File: src/rtl/mem_image_loader.sv
// mem_image_loader: receives a byte frame from a host, packs it into 32-bit
// words and writes them into IMEM or DMEM, holding the core in reset while a
// frame is in flight.
// Frame: HDR(A5=IMEM / 5A=DMEM), CNT[15:0], ADR[15:0] (word address), N*4 data
// bytes, all little-endian. Defining LOADER_CSUM_EN appends a trailing XOR
// checksum byte that must match before the core is released.
module mem_image_loader #(
   parameter int PC_WIDTH        = 10,
   parameter int DATA_ADDR_WIDTH = 10,
   parameter int XLEN            = 32
) (
   input  logic                       clk,
   input  logic                       rst_n,
   input  logic                       in_valid,
   input  logic [7:0]                 in_data,
   output logic                       in_ready,
   output logic                       imem_we,
   output logic [PC_WIDTH-1:0]        imem_addr,
   output logic                       dmem_we,
   output logic [DATA_ADDR_WIDTH-1:0] dmem_addr,
   output logic [XLEN-1:0]            mem_wdata,
   output logic                       core_rst_n,
   output logic                       busy,
   output logic                       done,
   output logic                       err
);

   localparam logic [7:0] HDR_IMEM = 8'hA5;
   localparam logic [7:0] HDR_DMEM = 8'h5A;
   localparam int         LANES    = XLEN / 8;

   typedef enum logic [2:0] {
      S_IDLE,
      S_CNT0,
      S_CNT1,
      S_ADR0,
      S_ADR1,
      S_DATA,
      S_WRITE
`ifdef LOADER_CSUM_EN
      ,S_CSUM
`endif
   } state_t;

   state_t                     state_reg, state_next;
   logic                       target_dmem_reg, target_dmem_next;
   logic [15:0]                cnt_reg, cnt_next;
   logic [7:0]                 adr_lo_reg, adr_lo_next;
   logic [1:0]                 byte_idx_reg, byte_idx_next;
   logic [XLEN-1:0]            word_reg, word_next;
   logic [XLEN-1:0]            packed_word;
   logic [PC_WIDTH-1:0]        imem_addr_reg, imem_addr_next;
   logic [DATA_ADDR_WIDTH-1:0] dmem_addr_reg, dmem_addr_next;
   logic                       core_rst_n_reg, core_rst_n_next;
   logic                       done_reg, done_next;
   logic                       accept;
   logic [17:0]                adr_base;
`ifdef LOADER_CSUM_EN
   logic [7:0]                 csum_reg, csum_next;
   logic                       err_reg, err_next;
`endif

   genvar gi;

   assign accept   = in_valid && in_ready;
   // Byte address of the start word: W<<2, built from the latched low byte and
   // the ADR1 byte currently on the bus; truncated to each memory's width.
   assign adr_base = {in_data, adr_lo_reg, 2'b00};

   // Current word with the incoming byte dropped into the lane selected by the
   // byte index (LSB first).
   generate
      for (gi = 0; gi < LANES; gi++) begin : g_lane
         assign packed_word[gi*8 +: 8] = (byte_idx_reg == 2'(gi)) ? in_data
                                                                  : word_reg[gi*8 +: 8];
      end
   endgenerate

   // State register.
   always_ff @(posedge clk or negedge rst_n) begin
      if (!rst_n) begin
         state_reg <= S_IDLE;
      end else begin
         state_reg <= state_next;
      end
   end

   // Datapath and status registers.
   always_ff @(posedge clk or negedge rst_n) begin
      if (!rst_n) begin
         target_dmem_reg <= 1'b0;
         cnt_reg         <= '0;
         adr_lo_reg      <= '0;
         byte_idx_reg    <= '0;
         word_reg        <= '0;
         imem_addr_reg   <= '0;
         dmem_addr_reg   <= '0;
         core_rst_n_reg  <= 1'b1;
         done_reg        <= 1'b0;
`ifdef LOADER_CSUM_EN
         csum_reg        <= '0;
         err_reg         <= 1'b0;
`endif
      end else begin
         target_dmem_reg <= target_dmem_next;
         cnt_reg         <= cnt_next;
         adr_lo_reg      <= adr_lo_next;
         byte_idx_reg    <= byte_idx_next;
         word_reg        <= word_next;
         imem_addr_reg   <= imem_addr_next;
         dmem_addr_reg   <= dmem_addr_next;
         core_rst_n_reg  <= core_rst_n_next;
         done_reg        <= done_next;
`ifdef LOADER_CSUM_EN
         csum_reg        <= csum_next;
         err_reg         <= err_next;
`endif
      end
   end

   // Next-state and datapath update; the FSM advances on each accepted byte,
   // except WRITE which always lasts exactly one cycle.
   always_comb begin
      state_next       = state_reg;
      target_dmem_next = target_dmem_reg;
      cnt_next         = cnt_reg;
      adr_lo_next      = adr_lo_reg;
      byte_idx_next    = byte_idx_reg;
      word_next        = word_reg;
      imem_addr_next   = imem_addr_reg;
      dmem_addr_next   = dmem_addr_reg;
      core_rst_n_next  = core_rst_n_reg;
      done_next        = 1'b0;
`ifdef LOADER_CSUM_EN
      csum_next        = csum_reg;
      err_next         = err_reg;
`endif
      case (state_reg)
         S_IDLE: begin
            // Non-header bytes are silently dropped while idle.
            if (accept && (in_data == HDR_IMEM || in_data == HDR_DMEM)) begin
               target_dmem_next = (in_data == HDR_DMEM);
               core_rst_n_next  = 1'b0;
               byte_idx_next    = '0;
`ifdef LOADER_CSUM_EN
               csum_next        = '0;
               err_next         = 1'b0;
`endif
               state_next       = S_CNT0;
            end
         end
         S_CNT0: begin
            if (accept) begin
               cnt_next[7:0] = in_data;
               state_next    = S_CNT1;
            end
         end
         S_CNT1: begin
            if (accept) begin
               cnt_next[15:8] = in_data;
               state_next     = S_ADR0;
            end
         end
         S_ADR0: begin
            if (accept) begin
               adr_lo_next = in_data;
               state_next  = S_ADR1;
            end
         end
         S_ADR1: begin
            if (accept) begin
               if (target_dmem_reg) begin
                  dmem_addr_next = DATA_ADDR_WIDTH'(adr_base);
               end else begin
                  imem_addr_next = PC_WIDTH'(adr_base);
               end
               if (cnt_reg == 16'd0) begin
`ifdef LOADER_CSUM_EN
                  state_next = S_CSUM;
`else
                  state_next      = S_IDLE;
                  done_next       = 1'b1;
                  core_rst_n_next = 1'b1;
`endif
               end else begin
                  state_next = S_DATA;
               end
            end
         end
         S_DATA: begin
            if (accept) begin
               word_next     = packed_word;
               byte_idx_next = byte_idx_reg + 2'd1;
`ifdef LOADER_CSUM_EN
               csum_next     = csum_reg ^ in_data;
`endif
               if (byte_idx_reg == 2'd3) begin
                  state_next = S_WRITE;
               end
            end
         end
         S_WRITE: begin
            // The strobe is this cycle; the address steps once it has been used.
            if (target_dmem_reg) begin
               dmem_addr_next = dmem_addr_reg + DATA_ADDR_WIDTH'(4);
            end else begin
               imem_addr_next = imem_addr_reg + PC_WIDTH'(4);
            end
            cnt_next = cnt_reg - 16'd1;
            if (cnt_reg == 16'd1) begin
`ifdef LOADER_CSUM_EN
               state_next = S_CSUM;
`else
               state_next      = S_IDLE;
               done_next       = 1'b1;
               core_rst_n_next = 1'b1;
`endif
            end else begin
               state_next = S_DATA;
            end
         end
`ifdef LOADER_CSUM_EN
         S_CSUM: begin
            // A bad frame leaves the core held until a good frame or rst_n.
            if (accept) begin
               if (in_data == csum_reg) begin
                  done_next       = 1'b1;
                  core_rst_n_next = 1'b1;
               end else begin
                  err_next = 1'b1;
               end
               state_next = S_IDLE;
            end
         end
`endif
         default: begin
            state_next = S_IDLE;
         end
      endcase
   end

   assign in_ready   = (state_reg != S_WRITE);
   assign busy       = (state_reg != S_IDLE);
   assign imem_we    = (state_reg == S_WRITE) && !target_dmem_reg;
   assign dmem_we    = (state_reg == S_WRITE) &&  target_dmem_reg;
   assign imem_addr  = imem_addr_reg;
   assign dmem_addr  = dmem_addr_reg;
   assign mem_wdata  = word_reg;
   assign core_rst_n = core_rst_n_reg;
   assign done       = done_reg;
`ifdef LOADER_CSUM_EN
   assign err        = err_reg;
`else
   assign err        = 1'b0;
`endif

endmodule

File: config.mk
export PLATFORM = sky130hd
export DESIGN_NAME = mem_image_loader
export DESIGN_NICKNAME = d
export VERILOG_FILES = /design/src/rtl/mem_image_loader.sv
export SDC_FILE = /design/constraint.sdc
export NUM_CORES = 1
export LEC_CHECK = 0
export CAP_MARGIN = 20
export CORE_MARGIN = 2
export CORE_UTILIZATION = 53
export DETAILED_ROUTE_END_ITERATION = 8
export PLACE_DENSITY = 0.77
export RECOVER_POWER = 25
export SLEW_MARGIN = 15
export SYNTH_ARGS = -nofsm -noshare
export SYNTH_HDL_FRONTEND = slang
export SYNTH_SLANG_ARGS = --single-unit
File: constraint.sdc
create_clock -name clk -period 2.85 [get_ports clk]
set_input_delay 0.57 -clock clk [delete_from_list [all_inputs] [get_ports clk]]
set_output_delay 0.57 -clock clk [all_outputs]
set_load 0.03 [all_outputs]
# == Yosys cells after proc, flatten, opt, wreduce, memory -nomap -nowiden ==
# Cells that the tools add are included.
# W data, S select, Z words.
# totals
regBits,84
latchBits,0
ramBits,0
mem_bits_ro,0
inputBits,11
out_inout_bits,59
wordCells,105
n_memories,0
# op_classes
add_sub_neg,4
mul,0
div_mod_pow,0
magnitude_cmp,0
n_eq_ne,26
shifts,0
muxes,33
bitwise_logic,0
reduce_logical,28
# ops
cell,n
$mux W10,6
$pmux W10 S2,2
$pmux W8 S2,2
$mux W3,9
$ne A2 B2 Y1 const B,13
$pmux W3 S7,1
$add A10 B3 Y10 const B,2
$eq A16 B1 Y1 const B,1
$logic_not A16 Y1,1
$sub A16 B1 Y16 const B,1
$reduce_and A3 Y1,5
$eq A3 B3 Y1 const B,3
$eq A8 B7 Y1 const B,1
$eq A8 B8 Y1 const B,1
$mux W8,1
$reduce_and A2 Y1,4
$reduce_and A4 Y1,2
$reduce_bool A2 Y1,4
$mux W1,7
$reduce_and A7 Y1,1
$eq A3 B2 Y1 const B,2
$reduce_bool A3 Y1,2
$reduce_and A5 Y1,1
$eq A2 B2 Y1 const B,2
other kinds (13),17

# == Longest topological paths before layout ==
# Gate-level depths: netlist of the first run.
# logic_depth
depth_word,5
mapped_depth,7
mapped_depth_nobuf,7

# == Worst setup path after synthesis of the first run ==
# No wires, ideal clock.
# synth_path
path_kind,input port to output port
start,input port in_valid
end,output port dmem_we
arrival_ns,1.850
t_required_ns,2.280
setup_slack_ns,0.430
stages,5
path_buffers,2
cell_sequence,nor2_1 -> or3b_2 -> clkbuf_1 -> clkbuf_1 -> nor2_1
# synth_lines
element,line,text
start: declaration,14,"input logic in_valid,"
end: declaration,19,"output logic dmem_we,"

# == Worst setup path in the final report of the first run ==
# layout_path
start,register state_reg[1]
end,output port dmem_we
# layout_via
elab_chain_cells,2
# layout_lines
element,line,text
start: declaration,45,"state_t state_reg, state_next;"
start signal: assignment,84,state_reg <= state_next;
$eq A3 B3 Y1,245,assign dmem_we = (state_reg == S_WRITE) && target_dmem_reg;
$logic_and A1 B1 Y1,245,
# No other way between the ends.

==> results.md, run 1 <==
- Fillcell total: 591
- Slew HR: -54.7%
- HP Class: reg -> reg
- Ant. Diodes: 0
- Predominant post-synthesis flop cell: dfrtp_1
- MaxCap Viol Count: 1
- CP Launch Point: state_reg[1]
- Syn_area_per_cell: 10.3 um2
- Full die area: between 8000 and 9000 um2
- Static Leak: between 2 and 2.5 nW
- Post_cts resized: 0
- Total congestion overflow: 0
- Critical path launch point type: flop
- Die H: 91.8 um
- DRC Markers: 0
- CP endpoint kind: output port
- # H-tree levels: 3
- Number of antenna violations at the first check in global routing: 0
- Port bufs: 64
- Worst-path maximum fanout: 17
- PD cells: 946 nW/um2
- Via Count: 3388
- First-pass GRT wire length: between 15 and 20 mm
- I/O pins: 70
- Register area share after synthesis: 49.0%
- Most frequent cells in the layout: dfrtp_1, clkdlybuf4s50_1, mux2_2
- Worst Setup Slack, final: 232 ps
- Origin of the critical flop-to-flop path: cnt_reg[0]
- Final hold vios: 0
- Fin crit share: 91.9%
- Layout cell share with drive strength beyond 1: 18.6%
- FF+latch count, synth: 80
- Synth Warn #: 0
- Clock Path Buffers: 2
- CTS sink count: 80
- Post-synthesis cell count: 397
- Via density: a little under 6
- Detailed Route WL: 10.1 mm
- CTS root buffer: clkbuf_8
- CTS tree: done
- Fraction of registers with async set/reset: 100%
- CTS Hold Bufs: 0
- Core ar.: 7610 um2
- Layout Utilization: 66.5%
- Die width: 91.8 um
- Pre-CTS setup slack: 266 ps
- Least-Margin Pin Slew: 2320 ps
- Kind of critical path: reg -> out
- Failing checks: capacitance limit, slew limit
- Fin cells: 575
- WL/cell: about 18 um
- Placed Instances: around 560
- Distinct cells, synth: 54
- Number of synthesized flops with an enable pin: 0
- Clock Latency Late Sink: 360 ps
- Clk_skew: approximately 15 ps
- Outcome: complete, but fails checks
- Max FFs per register: 32
- GRT Overall Usage: 25.2%
- Worst vdd ir: 0.000543 V
- Vias in the first global route: between 3000 and 4000
- Cell area after synthesis: 4090 um2
- Initial DRC count: 214
- Most common cell after layout, fill and taps aside: dfrtp_1
- Post-CTS setup buffers: 0
- Largest net degree at the start of global routing: 43
- Layout Nets: 487
- Post-route ant nets: 0
- CTS Buf Count: 9
- Final setup viols: 0
- Slew Viols, Final: 43
- Crit path DAT: 2050 ps
- Min-delay src: mem_wdata[12]
- Max Fclk: 0.382 GHz
- Number of detailed-route iterations in the first pass: 4
- Tmin final: between 2000 and 3000 ps
- Site Rows: 32
- CP required: 2280 ps
- Area Growth Syn to Fin: 23.8%
- CTS clk-pin slew, worst paths: 90 ps
- Detailed Place HPWL: 7.10 mm
- Final setup TNS: 0 ps
- Starting Density: 53.7%
- Routability Congestion: approximately 0.86
- RSZ-0062 raised after global routing: no
==> synthesized netlist by cell type (2+ instances only) <==
cell type  count  share of area [%]
nor2_1        24                2.2
o22a_1         5                1.1
nand2b_1       7                1.1
mux2_2        42                 12
o21ai_0       27                3.3
nor3_1        11                1.3
nand4b_1       3               0.64
nand2_1       28                2.6
nand3_1       14                1.7
o221ai_1       2               0.43
buf_6          2               0.55
ha_1           8                2.5
a22oi_1        5               0.92
clkbuf_1       9               0.83
o211ai_1       2               0.37
buf_4          8                1.5
buf_1          3               0.28
mux2i_1        2               0.49
nor4_1         7                1.1
buf_2          4               0.49
and3_1         4               0.61
nor2b_1        5               0.77
nand4_1        4               0.61
or3_1          2               0.31
nor3b_1        3               0.55
o22ai_1        5               0.77
a21oi_1       36                4.4
o31ai_1        3               0.55
inv_1          7               0.64
dfrtp_1       79                 48
nor4_2         3               0.92
a31oi_1        5               0.77
o21ai_1        3               0.37
nand3b_1       4               0.74
o31a_1         2               0.43
==> worst paths after layout <==
check | end | slack, ps | depth (start not counted)
worst max register to register | core_rst_n | 650 | 8
max in group asynchronous | cnt_reg[3] | 610 | 1
min in group asynchronous | cnt_reg[14] | 900 | 1
worst max-delay path | dmem_we | 230 | 4
worst min-delay path | mem_wdata[12] | 510 | 1
worst min register to register | mem_wdata[12] | 510 | 1
==> report_power, final <==
part / total [mW] / internal (mW) / leakage, nW / switching [mW]
combinational: 1.93 / 0.868 / 1.05 / 1.06
sequential: 1.96 / 1.52 / 1.03 / 0.439
clock: 0.891 / 0.441 / 0.101 / 0.450
total: 4.79 / 2.83 / 2.18 / 1.95
==> critical path, stage by stage (launching register included) <==
cell and delay (ps):
dfrtp_1 660, nor2_1 190, or3b_2 530, nor2_1 140
buf_4 180
==> metrics by stage <==
| step | cell area (um2) | hold WS, ps | total power [mW] |
|---|---|---|---|
| floorplan | 4100 | 274 | 3.17 |
| global placement | 4850 | 488 | 3.85 |
| detailed placement | 4850 | 493 | 3.90 |
| CTS | 5060 | 206 | 4.80 |
| global route | 5060 | 530 | 5.06 |
| finish | 5060 | 512 | 4.79 |
==> logic make-up (layout without fill, tap and decap cells) <==
| kind of cell | Yosys count | in the layout | synth area share, % |
|---|---|---|---|
| and+or+nand+nor | 127 | 127 | 17.1 |
| AOI/OAI and AO/OA | 102 | 102 | 14.8 |
| DFF | 80 | 80 | 49.0 |
| muxes | 44 | 44 | 12.1 |
| buffers and inverters | 35 | 107 | 4.47 |
| adders and majority gates | 8 | 8 | 2.45 |
| other | 1 | 5 | 0.0918 |
==> metal layers <==
layer	vias up	share of wire, %	global-route usage (%)
met5	-	0	0
met4	0	1.8	9.83
met3	17	6.2	5.83
met2	107	48	39.6
met1	1677	44	34.1
li1	1587	-	-
==> cell type report <==
type                            count  area, um2  share of cell area (%)
Inverter                            8       30.0                   0.594
Multi-Input combinational cell    286       1910                    37.8
Sequential cell                    80       2000                    39.6
Tap cell                          102        128                    2.52
Clock buffer                       10        138                    2.72
Clock inverter                      6       73.8                    1.46
Timing Repair Buffer               83        772                    15.3
(Power assumes the default switching activity.)
==> run 2, diff against run 1 <==
--- a/config.mk
+++ b/config.mk
@@ -5,12 +5,15 @@
 export SDC_FILE = /design/constraint.sdc
 export NUM_CORES = 1
 export LEC_CHECK = 0
+export ABC_CLOCK_PERIOD_IN_PS = 2850
 export CAP_MARGIN = 20
 export CORE_MARGIN = 2
 export CORE_UTILIZATION = 53
+export CTS_CLUSTER_SIZE = 30
 export DETAILED_ROUTE_END_ITERATION = 8
 export PLACE_DENSITY = 0.77
 export RECOVER_POWER = 25
+export REMOVE_ABC_BUFFERS = 1
 export SLEW_MARGIN = 15
 export SYNTH_ARGS = -nofsm -noshare
 export SYNTH_HDL_FRONTEND = slang
==> results.md, run 2 (synthesis gave the netlist of run 1 again) <==
- Clock Latency Late Sink: 350 ps
- CTS root buffer: clkbuf_8
- Layout cell share with drive strength beyond 1: 18.9%
- P_int: 2.75 mW
- Fillcell total: approximately 640
- Routability Congestion: 0.925
- Number of antenna violations at the first check in global routing: 0
- RSZ-0062 raised after global routing: no
- Area Growth Syn to Fin: 23.6%
- Via density: 5.92
- Pre-CTS setup slack: 278 ps
- R2R depth: 5
- Post-CTS setup buffers: 0
- Largest net degree at the start of global routing: 47
- CP required: 2280 ps
- Most frequent cells in the layout: dfrtp_1, clkdlybuf4s50_1, mux2_2
- Clock Path Buffers: 2
- I/O pins: 70
- Number of detailed-route iterations in the first pass: 4
- Max FFs per register: 32
- Post-route ant nets: 0
- Crit path DAT: 1990 ps
- CTS sink count: 80
- CP endpoint kind: output port
- Critical path launch point type: flop
- CP Launch Point: state_reg[0]
- Worst-path maximum fanout: 14
- CTS Buf Count: 9
- Die H: 91.8 um
- Detailed Route WL: 10.3 mm
- Worst vdd ir: ~0.00058 V
- Static Leak: 2.18 nW
- MaxCap Viol Count: 0
- Kind of critical path: reg -> out
- Fin cells: 579
- Starting Density: 53.7%
- Slew Viols, Final: 0
- Port bufs: 64
- Clk_skew: 8.21 ps
- Die width: 91.8 um
- Ant. Diodes: 0
- Via Count: 3426
- Origin of the critical flop-to-flop path: cnt_reg[4]
- Fin area: roughly 5000 um2
- Core ar.: 7610 um2
- Worst Setup Slack, final: ~290 ps
- Total congestion overflow: 0
- Placed Area: 4880 um2
- Logic pwr share: 41.9%
- Slew HR: 22.7%
- Psw: about 1.9 mW
- Fin crit share: about 90%
- Most common cell after layout, fill and taps aside: dfrtp_1
- Layout Utilization: 66.4%
- Tmin final: between 2000 and 3000 ps
- WL/cell: ~18 um
- Post_cts resized: 0
- Layout Nets: 491
- PD cells: 929 nW/um2
- Full die area: 8430 um2
- First-pass GRT wire length: 16.5 mm
- Max Fclk: 0.390 GHz
- GRT Overall Usage: about 25%
- Initial DRC count: 174
- CTS tree: done
- Detailed Place HPWL: 7.27 mm
- CTS clk-pin slew, worst paths: ~80 ps
- HP Class: in -> async
- DRC Markers: 0
- # H-tree levels: 3
- Final hold vios: 0
- Least-Margin Pin Slew: 1160 ps
- Site Rows: 32
- CTS Hold Bufs: 0
- Placed Instances: ~560
- Switch share: 41.4%
- Outcome: finished clean
- Power share of the sequential group: 42.0%
- Final setup viols: 0
- Clock power frac: 16.1%
- Vias in the first global route: 3252
==> run 2: layout make-up <==
cell class / instances / area, um2 / share of cell area, %
repair buffers: 87 / 800 / 15.8
well taps: 102 / 128 / 2.53
multi-input cells: 286 / 1910 / 37.9
flip-flops and latches: 80 / 2000 / 39.7
clock buffers: 12 / 145 / 2.87
inverters: 8 / 30.0 / 0.595
clock inverters: 4 / 30.0 / 0.595
==> run 2: worst max-delay path, cell delays in order (launching register included) <==
cell      delay (ps)
dfrtp_1          540
nand2b_1         300
or3b_2           510
nor2_1           120
buf_4            170
==> run 2: per-layer routing <==
layer / track usage (%) / part of all wire [%] / up-vias
met3: 6.16 / 7.1 / 14
li1: - / - / 1592
met1: 32.5 / 43 / 1692
met5: 0 / 0 / -
met4: 9.70 / 1.7 / 0
met2: 41.5 / 49 / 128
==> run 2: final timing paths <==
kind | slack, ps | to
min | 430 | mem_wdata[20]
max reg2reg | 510 | core_rst_n
min reg2reg | 510 | mem_wdata[2]
max | 290 | dmem_we
max in group asynchronous | 1010 | adr_lo_reg[2]
min in group clk | 510 | mem_wdata[2]
==> run 2: power groups by stage <==
stage                     logic, mW  registers (mW)  clock network (mW)
after floorplan               0.834            2.26                   0
after global placement         1.92            1.95                   0
after detailed placement       1.96            1.97                   0
after CTS                      1.97            1.96               0.769
after global routing           2.13            2.02               0.810
final                          1.97            1.97               0.756
==> run 2: per-stage QoR <==
stage | setup TNS, ps | total power [mW] | hold WS [ps]
finish | 0 | 4.69 | 433
global route | 0 | 4.96 | 522
CTS | 0 | 4.70 | 223
detailed placement | 0 | 3.92 | 493
global placement | 0 | 3.87 | 487
floorplan | -179 | 3.10 | 274
